--- src/rtl/fifo_param_if.sv ---
// rtl/fifo_param_if.sv - write/read handshake and status bundle for fifo_param
interface fifo_param_if #(
  parameter int DATA_W = 8,
  parameter int ADDR_W = 8
);
  logic [DATA_W-1:0] din;
  logic              wr_en;
  logic              rd_en;
  logic [DATA_W-1:0] dout;
  logic              empty;
  logic              full;
  logic              almost_empty;
  logic              almost_full;
  logic [ADDR_W:0]   count;
  logic              overflow;
  logic              underflow;

  modport master (
    output din, wr_en, rd_en,
    input  dout, empty, full, almost_empty, almost_full, count, overflow, underflow
  );

  modport slave (
    input  din, wr_en, rd_en,
    output dout, empty, full, almost_empty, almost_full, count, overflow, underflow
  );
endinterface

--- src/rtl/fifo_param.sv ---
// rtl/fifo_param.sv - parametrised synchronous FIFO with occupancy, thresholds and error pulses
// FIFO_PARAM_FWFT_EN selects first-word-fall-through output instead of registered read data.
module fifo_param #(
  parameter int DATA_W    = 8,
  parameter int ADDR_W    = 8,
  parameter int AFULL_TH  = 2**ADDR_W - 4,
  parameter int AEMPTY_TH = 4
) (
  input  logic         clk,
  input  logic         srst,
  fifo_param_if.slave  bus
);
  localparam int              DEPTH    = 2**ADDR_W;
  localparam logic [ADDR_W:0] DEPTH_C  = (ADDR_W+1)'(DEPTH);
  localparam logic [ADDR_W:0] AFULL_C  = (ADDR_W+1)'(AFULL_TH);
  localparam logic [ADDR_W:0] AEMPTY_C = (ADDR_W+1)'(AEMPTY_TH);

  if (!(AEMPTY_TH >= 0 && AEMPTY_TH < AFULL_TH && AFULL_TH <= DEPTH)) begin : g_th_check
    $fatal(1, "fifo_param: thresholds must satisfy AEMPTY_TH < AFULL_TH <= DEPTH");
  end

  logic [DATA_W-1:0] mem [DEPTH];
  logic [ADDR_W-1:0] wr_ptr_q, wr_ptr_d;
  logic [ADDR_W-1:0] rd_ptr_q, rd_ptr_d;
  logic [ADDR_W:0]   count_q, count_d;
  logic              overflow_q, overflow_d;
  logic              underflow_q, underflow_d;
  logic              full, empty, wr_ok, rd_ok;

  // A write at full is only legal because the simultaneous read frees the slot it lands in.
  always_comb begin
    full        = (count_q == DEPTH_C);
    empty       = (count_q == '0);
    wr_ok       = bus.wr_en && (!full || bus.rd_en);
    rd_ok       = bus.rd_en && !empty;
    overflow_d  = bus.wr_en && full && !bus.rd_en;
    underflow_d = bus.rd_en && empty;
    wr_ptr_d    = wr_ok ? wr_ptr_q + 1'b1 : wr_ptr_q;
    rd_ptr_d    = rd_ok ? rd_ptr_q + 1'b1 : rd_ptr_q;
    count_d     = count_q;
    case ({wr_ok, rd_ok})
      2'b10:   count_d = count_q + 1'b1;
      2'b01:   count_d = count_q - 1'b1;
      default: count_d = count_q;
    endcase
  end

  always_ff @(posedge clk or posedge srst) begin
    if (srst) begin
      wr_ptr_q    <= '0;
      rd_ptr_q    <= '0;
      count_q     <= '0;
      overflow_q  <= 1'b0;
      underflow_q <= 1'b0;
    end else begin
      wr_ptr_q    <= wr_ptr_d;
      rd_ptr_q    <= rd_ptr_d;
      count_q     <= count_d;
      overflow_q  <= overflow_d;
      underflow_q <= underflow_d;
    end
  end

  always_ff @(posedge clk) begin
    if (wr_ok) begin
      mem[wr_ptr_q] <= bus.din;
    end
  end

`ifdef FIFO_PARAM_FWFT_EN
  assign bus.dout = mem[rd_ptr_q];
`else
  logic [DATA_W-1:0] dout_q;

  always_ff @(posedge clk or posedge srst) begin
    if (srst) begin
      dout_q <= '0;
    end else if (rd_ok) begin
      dout_q <= mem[rd_ptr_q];
    end
  end

  assign bus.dout = dout_q;
`endif

  assign bus.count        = count_q;
  assign bus.empty        = empty;
  assign bus.full         = full;
  assign bus.almost_empty = (count_q <= AEMPTY_C);
  assign bus.almost_full  = (count_q >= AFULL_C);
  assign bus.overflow     = overflow_q;
  assign bus.underflow    = underflow_q;
endmodule
--- src/flat_wrapper.sv ---
// flat-port wrapper written by rule: the top's interface ports become plain ports
module fifo_param_flat 
#(
  parameter int DATA_W    = 8,
  parameter int ADDR_W    = 8,
  parameter int AFULL_TH  = 2**ADDR_W - 4,
  parameter int AEMPTY_TH = 4
)
  (clk, srst, bus_din, bus_wr_en, bus_rd_en, bus_dout, bus_empty, bus_full, bus_almost_empty, bus_almost_full, bus_count, bus_overflow, bus_underflow);
  fifo_param_if #(.DATA_W(DATA_W), .ADDR_W(ADDR_W)) bus_i ();
  input  logic clk;
  input  logic srst;
  input wire logic [$bits(bus_i.din)-1:0] bus_din;
  input wire logic [$bits(bus_i.wr_en)-1:0] bus_wr_en;
  input wire logic [$bits(bus_i.rd_en)-1:0] bus_rd_en;
  output wire logic [$bits(bus_i.dout)-1:0] bus_dout;
  output wire logic [$bits(bus_i.empty)-1:0] bus_empty;
  output wire logic [$bits(bus_i.full)-1:0] bus_full;
  output wire logic [$bits(bus_i.almost_empty)-1:0] bus_almost_empty;
  output wire logic [$bits(bus_i.almost_full)-1:0] bus_almost_full;
  output wire logic [$bits(bus_i.count)-1:0] bus_count;
  output wire logic [$bits(bus_i.overflow)-1:0] bus_overflow;
  output wire logic [$bits(bus_i.underflow)-1:0] bus_underflow;
  assign bus_i.din = bus_din;
  assign bus_i.wr_en = bus_wr_en;
  assign bus_i.rd_en = bus_rd_en;
  assign bus_dout = bus_i.dout;
  assign bus_empty = bus_i.empty;
  assign bus_full = bus_i.full;
  assign bus_almost_empty = bus_i.almost_empty;
  assign bus_almost_full = bus_i.almost_full;
  assign bus_count = bus_i.count;
  assign bus_overflow = bus_i.overflow;
  assign bus_underflow = bus_i.underflow;
  fifo_param #(.DATA_W(DATA_W), .ADDR_W(ADDR_W), .AFULL_TH(AFULL_TH), .AEMPTY_TH(AEMPTY_TH)) u_core (.clk(clk), .srst(srst), .bus(bus_i));
endmodule
--- config.mk ---
export PLATFORM = sky130hd
export DESIGN_NAME = fifo_param_flat
export DESIGN_NICKNAME = d
export VERILOG_FILES = /design/src/rtl/fifo_param_if.sv /design/src/rtl/fifo_param.sv /design/src/flat_wrapper.sv
export SDC_FILE = /design/constraint.sdc
export NUM_CORES = 2
export LEC_CHECK = 0
export CAP_MARGIN = 20
export CORE_MARGIN = 1
export CORE_UTILIZATION = 45
export DETAILED_ROUTE_END_ITERATION = 8
export PLACE_DENSITY_LB_ADDON = 0.05
export SLEW_MARGIN = 0
export SYNTH_ARGS = -nofsm -noshare
export SYNTH_HDL_FRONTEND = slang
export SYNTH_SLANG_ARGS = --single-unit
--- constraint.sdc ---
create_clock -name clk -period 4.6 [get_ports clk]
set_input_delay 1.38 -clock clk [delete_from_list [all_inputs] [get_ports clk]]
set_output_delay 1.38 -clock clk [all_outputs]
set_load 0.05 [all_outputs]
# Yosys cells after proc, flatten, opt, wreduce, memory -nomap -nowiden
# Memories as Yosys holds them, arrays and structs flattened. A register that Yosys moved wholly into a read port is not among the register bits.
# Cells that the tools add are included.
dict set report op_classes {
  muxes 3
  magnitude_cmp 2
  add_sub_neg 4
  eq_ne 3
  n_reduce_logical 11
}
# operator n
set op_table {}
lappend op_table {{9-bit one-hot mux with 2 select lines} 1}
lappend op_table {{8-bit by 1-bit adder with 8-bit output (second input constant)} 2}
lappend op_table {{9-bit by 1-bit adder with 9-bit output (second input constant)} 1}
lappend op_table {{9-bit == test (second input constant)} 1}
lappend op_table {{9-bit by 8-bit >= comparator with 1-bit output (second input constant)} 1}
lappend op_table {{9-bit by 3-bit <= comparator with 1-bit output (second input constant)} 1}
lappend op_table {{9-bit zero test} 1}
lappend op_table {{9-bit by 1-bit subtractor with 9-bit output (second input constant)} 1}
lappend op_table {{1-bit logical AND} 5}
lappend op_table {{1-bit zero test} 3}
lappend op_table {{2-bit by 1-bit == test with 1-bit output (second input constant)} 1}
lappend op_table {{2-bit == test (second input constant)} 1}
lappend op_table {{1-bit two-way mux} 2}
lappend op_table {{2-bit nonzero test} 1}
lappend op_table {{1-bit logical OR} 1}
dict set report totals {
  inputBits 12
  out_inout_bits 23
  word_cells 29
  mem_count 1
  ff_bits 27
  ram_bits 2048
}
# name depth word_bits rd rd_clocked_by_memory_dff write_ports line_no
set mem_list {}
lappend mem_list {u_core.mem 256 8 1 1 1 fifo_param.sv:22} ;# logic [DATA_W-1:0] mem [DEPTH];

# Depth between registers and ports, before layout
dict set report logic_depth {
  ltp_word 6
  mapped_depth 15
  ltp_nobuf 15
}

# Worst setup path after synthesis
# Ideal clock, no wire load.
dict set report synth_timing {
  path_kind {flip-flop to flip-flop}
  start {register u_core.count_q[4] (netlist: u_core.bus.count[4])}
  end {register u_core.count_q[7] (netlist: u_core.bus.count[7])}
  setup_ns 0.129
  t_arrival_ns 4.971
  n_path_buf 0
  path_stages_with_launch 15
  path_slack_ns -0.499
  period_less_slack_ns 5.099
  required_ns 4.471
  cell_sequence {dfrtp_1 > or4_1 > nor4_1 > nand2b_1 > inv_1 > ha_1 > ha_1 > a21o_1 > a21oi_1 > o21ai_0 > a21oi_1 > o21bai_1 > a21oi_1 > xor2_1 > o21ai_0}
}
dict set report synth_via {
  elab_cells_between_ends 13
  cone_classes {add/sub (2); eq/ne (3); mux (1); reduce/logical (7)}
}
# element line_no
set synth_rtl {}
lappend synth_rtl {{start, declared} fifo_param.sv:25} ;# logic [ADDR_W:0] count_q, count_d;
lappend synth_rtl {{start signal, assigned} fifo_param.sv:58} ;# count_q <= count_d;
lappend synth_rtl {{9-bit zero test (*)} fifo_param.sv:33} ;# empty = (count_q == '0);
lappend synth_rtl {{named net bus_empty} flat_wrapper.sv:17} ;# output wire logic [$bits(bus_i.empty)-1:0] bus_empty;
lappend synth_rtl {{1-bit zero test (*)} fifo_param.sv:35} ;# rd_ok = bus.rd_en && !empty;
lappend synth_rtl {{1-bit logical AND (*)} fifo_param.sv:35}
lappend synth_rtl {{named net u_core.rd_ok} fifo_param.sv:28} ;# logic full, empty, wr_ok, rd_ok;
lappend synth_rtl {{2-bit by 1-bit == test with 1-bit output / 2-bit == test (equally long branches)} fifo_param.sv:41} ;# case ({wr_ok, rd_ok})
lappend synth_rtl {{9-bit one-hot mux with 2 select lines / 2-bit nonzero test (equally long branches)} --}
# Mark *: on every way through the listed nets, which the timed path passes. The rest lies on a longest branch.
# A chain may end at the register's enable or synchronous reset.

# Worst setup path in the final report
dict set report layout_timing {
  start {register u_core.count_q[4] (netlist: u_core.bus.count[4])}
  end {output bus_almost_empty}
}
dict set report layout_via {
  elab_chain_cells 1
}
# element line_no
set layout_rtl {}
lappend layout_rtl {{9-bit by 3-bit <= comparator with 1-bit output} fifo_param.sv:89} ;# assign bus.almost_empty = (count_q <= AEMPTY_C);
lappend layout_rtl {{end, declared} flat_wrapper.sv:19} ;# output wire logic [$bits(bus_i.almost_empty)-1:0] bus_almost_empty;
# No other way between the ends.

==> run summary <==
Status = complete, no violations
Synth Area in XOR/XNOR = 0.00237
TNS Setup = 0 ns
DP HPWL = 142000 um
RePlAce Congestion = 0.867
Hold Vio Cnt, Final = 0
IO Port Bufs = 34
Area leader, netlist = edfxtp_1
Synth warn = 0
Num ports = 35
Max-cap violations = 0
Most frequent cells in the layout = edfxtp_1 (2048), mux4_2 (515), buf_4 (384)
Overall power = 55.1 mW
Fin nets = 4284
P_int = 38.0 mW
Fmax = 0.220 GHz
Total gr overflow = 0
Syn avg cell area = 21.4 sq um
Slew headroom = 0.236
Vias in the first global route = 41500
VDD IR-drop max = 0.000388 V
Post-Synth Simple-Gate Area = 0.0265
Hold-fix buffers at CTS = 0
Die ar. = 183000 sq um
Die W = 427 um
Clock root buffer = clkbuf_16
CP arrival = 3.16 ns
Gate power share = 0.293
Period utilization = 0.987
Drt first pass iters = 5
Pwr Density = 586 nW/um^2
Static leakage = 30.3 nW
CTS Buf Count = 214
Clk_lat worst skew = 0.86 ns
Largest net degree at the start of global routing = 109
Slack of the worst reg-to-reg path = 0.54 ns
Ys async rst share = 0.0168
Post-DRT Antenna Nets = 0
Share of layout cells above drive strength 1 = 0.289
Psw = 17.2 mW
Post-Synthesis Cells = 3809
Drt drc = 0
Cell variety after synth = 70
CTS Buffer Depth = 3
Commonest non-fill, non-tap cell in the layout = edfxtp_1
Sw frac = 0.311
Number of core rows = 155
RSZ-0062 raised after global routing = no
Tightest Pin Transition = 1.14 ns
Worst path required time = 3.22 ns
Top cells by area, synth = edfxtp_1 (76%), mux4_2 (14%), mux2i_1 (2.2%), nor2_1 (1.3%), dfrtp_1 (1.1%)
CTS H-Tree Depth = 4
WL/cell = 33.0 um
Share of power burned in registers = 0.392
Min-Delay Endpoint = u_core.wr_ptr_q[2]
Min Hold Slack = 0.503 ns
#FFs+latches synth = 2083
Top-area cell type share of the netlist area = 0.755
Multiplexer share of the synthesized area = 0.165
Startpoint Class = flop
Reg2Reg Launch Point = u_core.rd_ptr_q[0]
CP Max Fanout = 5
Post-synth EDFFs = 2048
CTS tree = built
Worst setup EP type = output pin
Worst setup path category = reg -> out
Min Tclk post-route = 4.54 ns
First-pass GRT wire length = 317000 um
R2R depth = 10
Register area share after synthesis = 0.766
Initial Util = 0.455
Die Ht = 427 um
Post-synthesis adder-cell area fraction = 0.00224
Post-synthesis compound-gate area fraction = 0.0198
Largest family of logic cells by synthesized area = multiplexers
Clock-pin slew on the worst setup and hold paths = 0.06 ns
Core Area = 179000 sq um
Via count = 40500
Min-delay src = u_core.wr_ptr_q[2]
Synthesized area = 81400 sq um
Final Max Slew Viols = 0
Routed via count divided by cell count = 5.97
Final wirelength = 224000 um
Initial antenna violation count = 9
GR Util All Layers = 0.249
Clock share of power = 0.315
R2r endpoint = u_core.bus.dout[7]
Syn_nets = 3835
Top FF cell, synth = edfxtp_1
Hold Path Depth = 1
Clock Skews = 0.0355 ns
CTS Sinks = 2083
Worst Slack Setup Final = 0.0611 ns
Setup Slack @ Placement = 0.326 ns
Synth-to-Final Area Change = 15.6%
1st-iter DRT viols = 4507
Hold crit path type = reg -> reg
Setup violators final = 0
[timing repair]
action / 4_1_cts / 5_1_grt
resized for setup: 2 / 0
setup buffers: 0 / 0
endpoints found under the setup margin: 2 / 0
[worst max-delay path by stage]
stage	end	start	slack [ns]
final	bus_almost_empty	u_core.bus.count[4]	0.06
after global routing	bus_almost_empty	u_core.bus.count[4]	0.01
after CTS	bus_almost_empty	u_core.bus.count[4]	0.02
after detailed placement	u_core.bus.count[8]	bus_rd_en	0.33
after global placement	u_core.bus.count[8]	bus_rd_en	0.25
after floorplan	u_core.bus.count[8]	u_core.bus.count[4]	0.08
[critical path, cell delays in order, from the launching register on]
cell	delay, ns
dfrtp_1	0.44
or4_1	0.63
nor4b_1	0.36
clkdlybuf4s50_1	0.88
[power groups by stage]
stage	Combinational (mW)	Sequential, mW	Clock, mW
3_5_place_dp	16.2	22.0	0
3_3_place_gp	16.1	22.0	0
6_report	16.1	21.6	17.4
5_1_grt	16.9	21.6	18.4
2_1_floorplan	10.0	21.9	0
4_1_cts	16.3	21.6	17.7
[cells in the mapped netlist (all sizes together) (20+ instances only)]
| master | n |
|---|---|
| edfxtp | 2048 |
| mux4 | 515 |
| nor2 | 290 |
| mux2i | 181 |
| buf | 136 |
| nand2 | 107 |
| clkbuf | 87 |
| o21ai | 54 |
| a21oi | 48 |
| dfrtp | 35 |
| nor3 | 24 |
| nand3 | 20 |
| o22ai | 20 |
[area by class of cell]
cell class / count / area (sq um)
Antenna cell: 3 / 7.51
Tap cell: 2355 / 2950
Clock inverter: 130 / 1360
Inverter: 17 / 71.3
Fill cell: 13900 / 84900
Multi-Input combinational cell: 1486 / 17600
Clock buffer: 266 / 5690
Sequential cell: 2083 / 62400
Timing Repair Buffer: 456 / 4020
[cells by family after synthesis]
family,count (synthesis)
AO/OA/AOI/OAI,241
XOR/XNOR,22
adder cells (fa/ha/maj),14
buffers and inverters,240
flip-flops,2083
multiplexers,700
AND/OR/NAND/NOR,509
[stage by stage]
stage / util / cell area, sq um / cells
floorplan: - / 81400 / 3809
global placement: 0.486 / 87000 / 6395
detailed placement: 0.486 / 87000 / 6396
CTS: 0.526 / 94100 / 6792
global route: 0.526 / 94100 / 6793
finish: 0.526 / 94100 / 6796
[registers in the layout, summed over array words and instances, names as in the netlist]
register and count:
u_core.mem 2048, u_core.bus.count 9, u_core.bus.dout 8, u_core.rd_ptr_q 8, u_core.wr_ptr_q 8, u_core.bus.overflow 1
u_core.bus.underflow 1
[layer usage]
layer | up-vias | GRT usage | wire length [um]
li1 | 16700 | - | -
met1 | 22000 | 0.353 | 94400
met2 | 1573 | 0.397 | 108000
met3 | 267 | 0.0501 | 16500
met4 | 0 | 0.0664 | 5520
met5 | - | 0 | 0
Power figures use the tool's default switching activity.
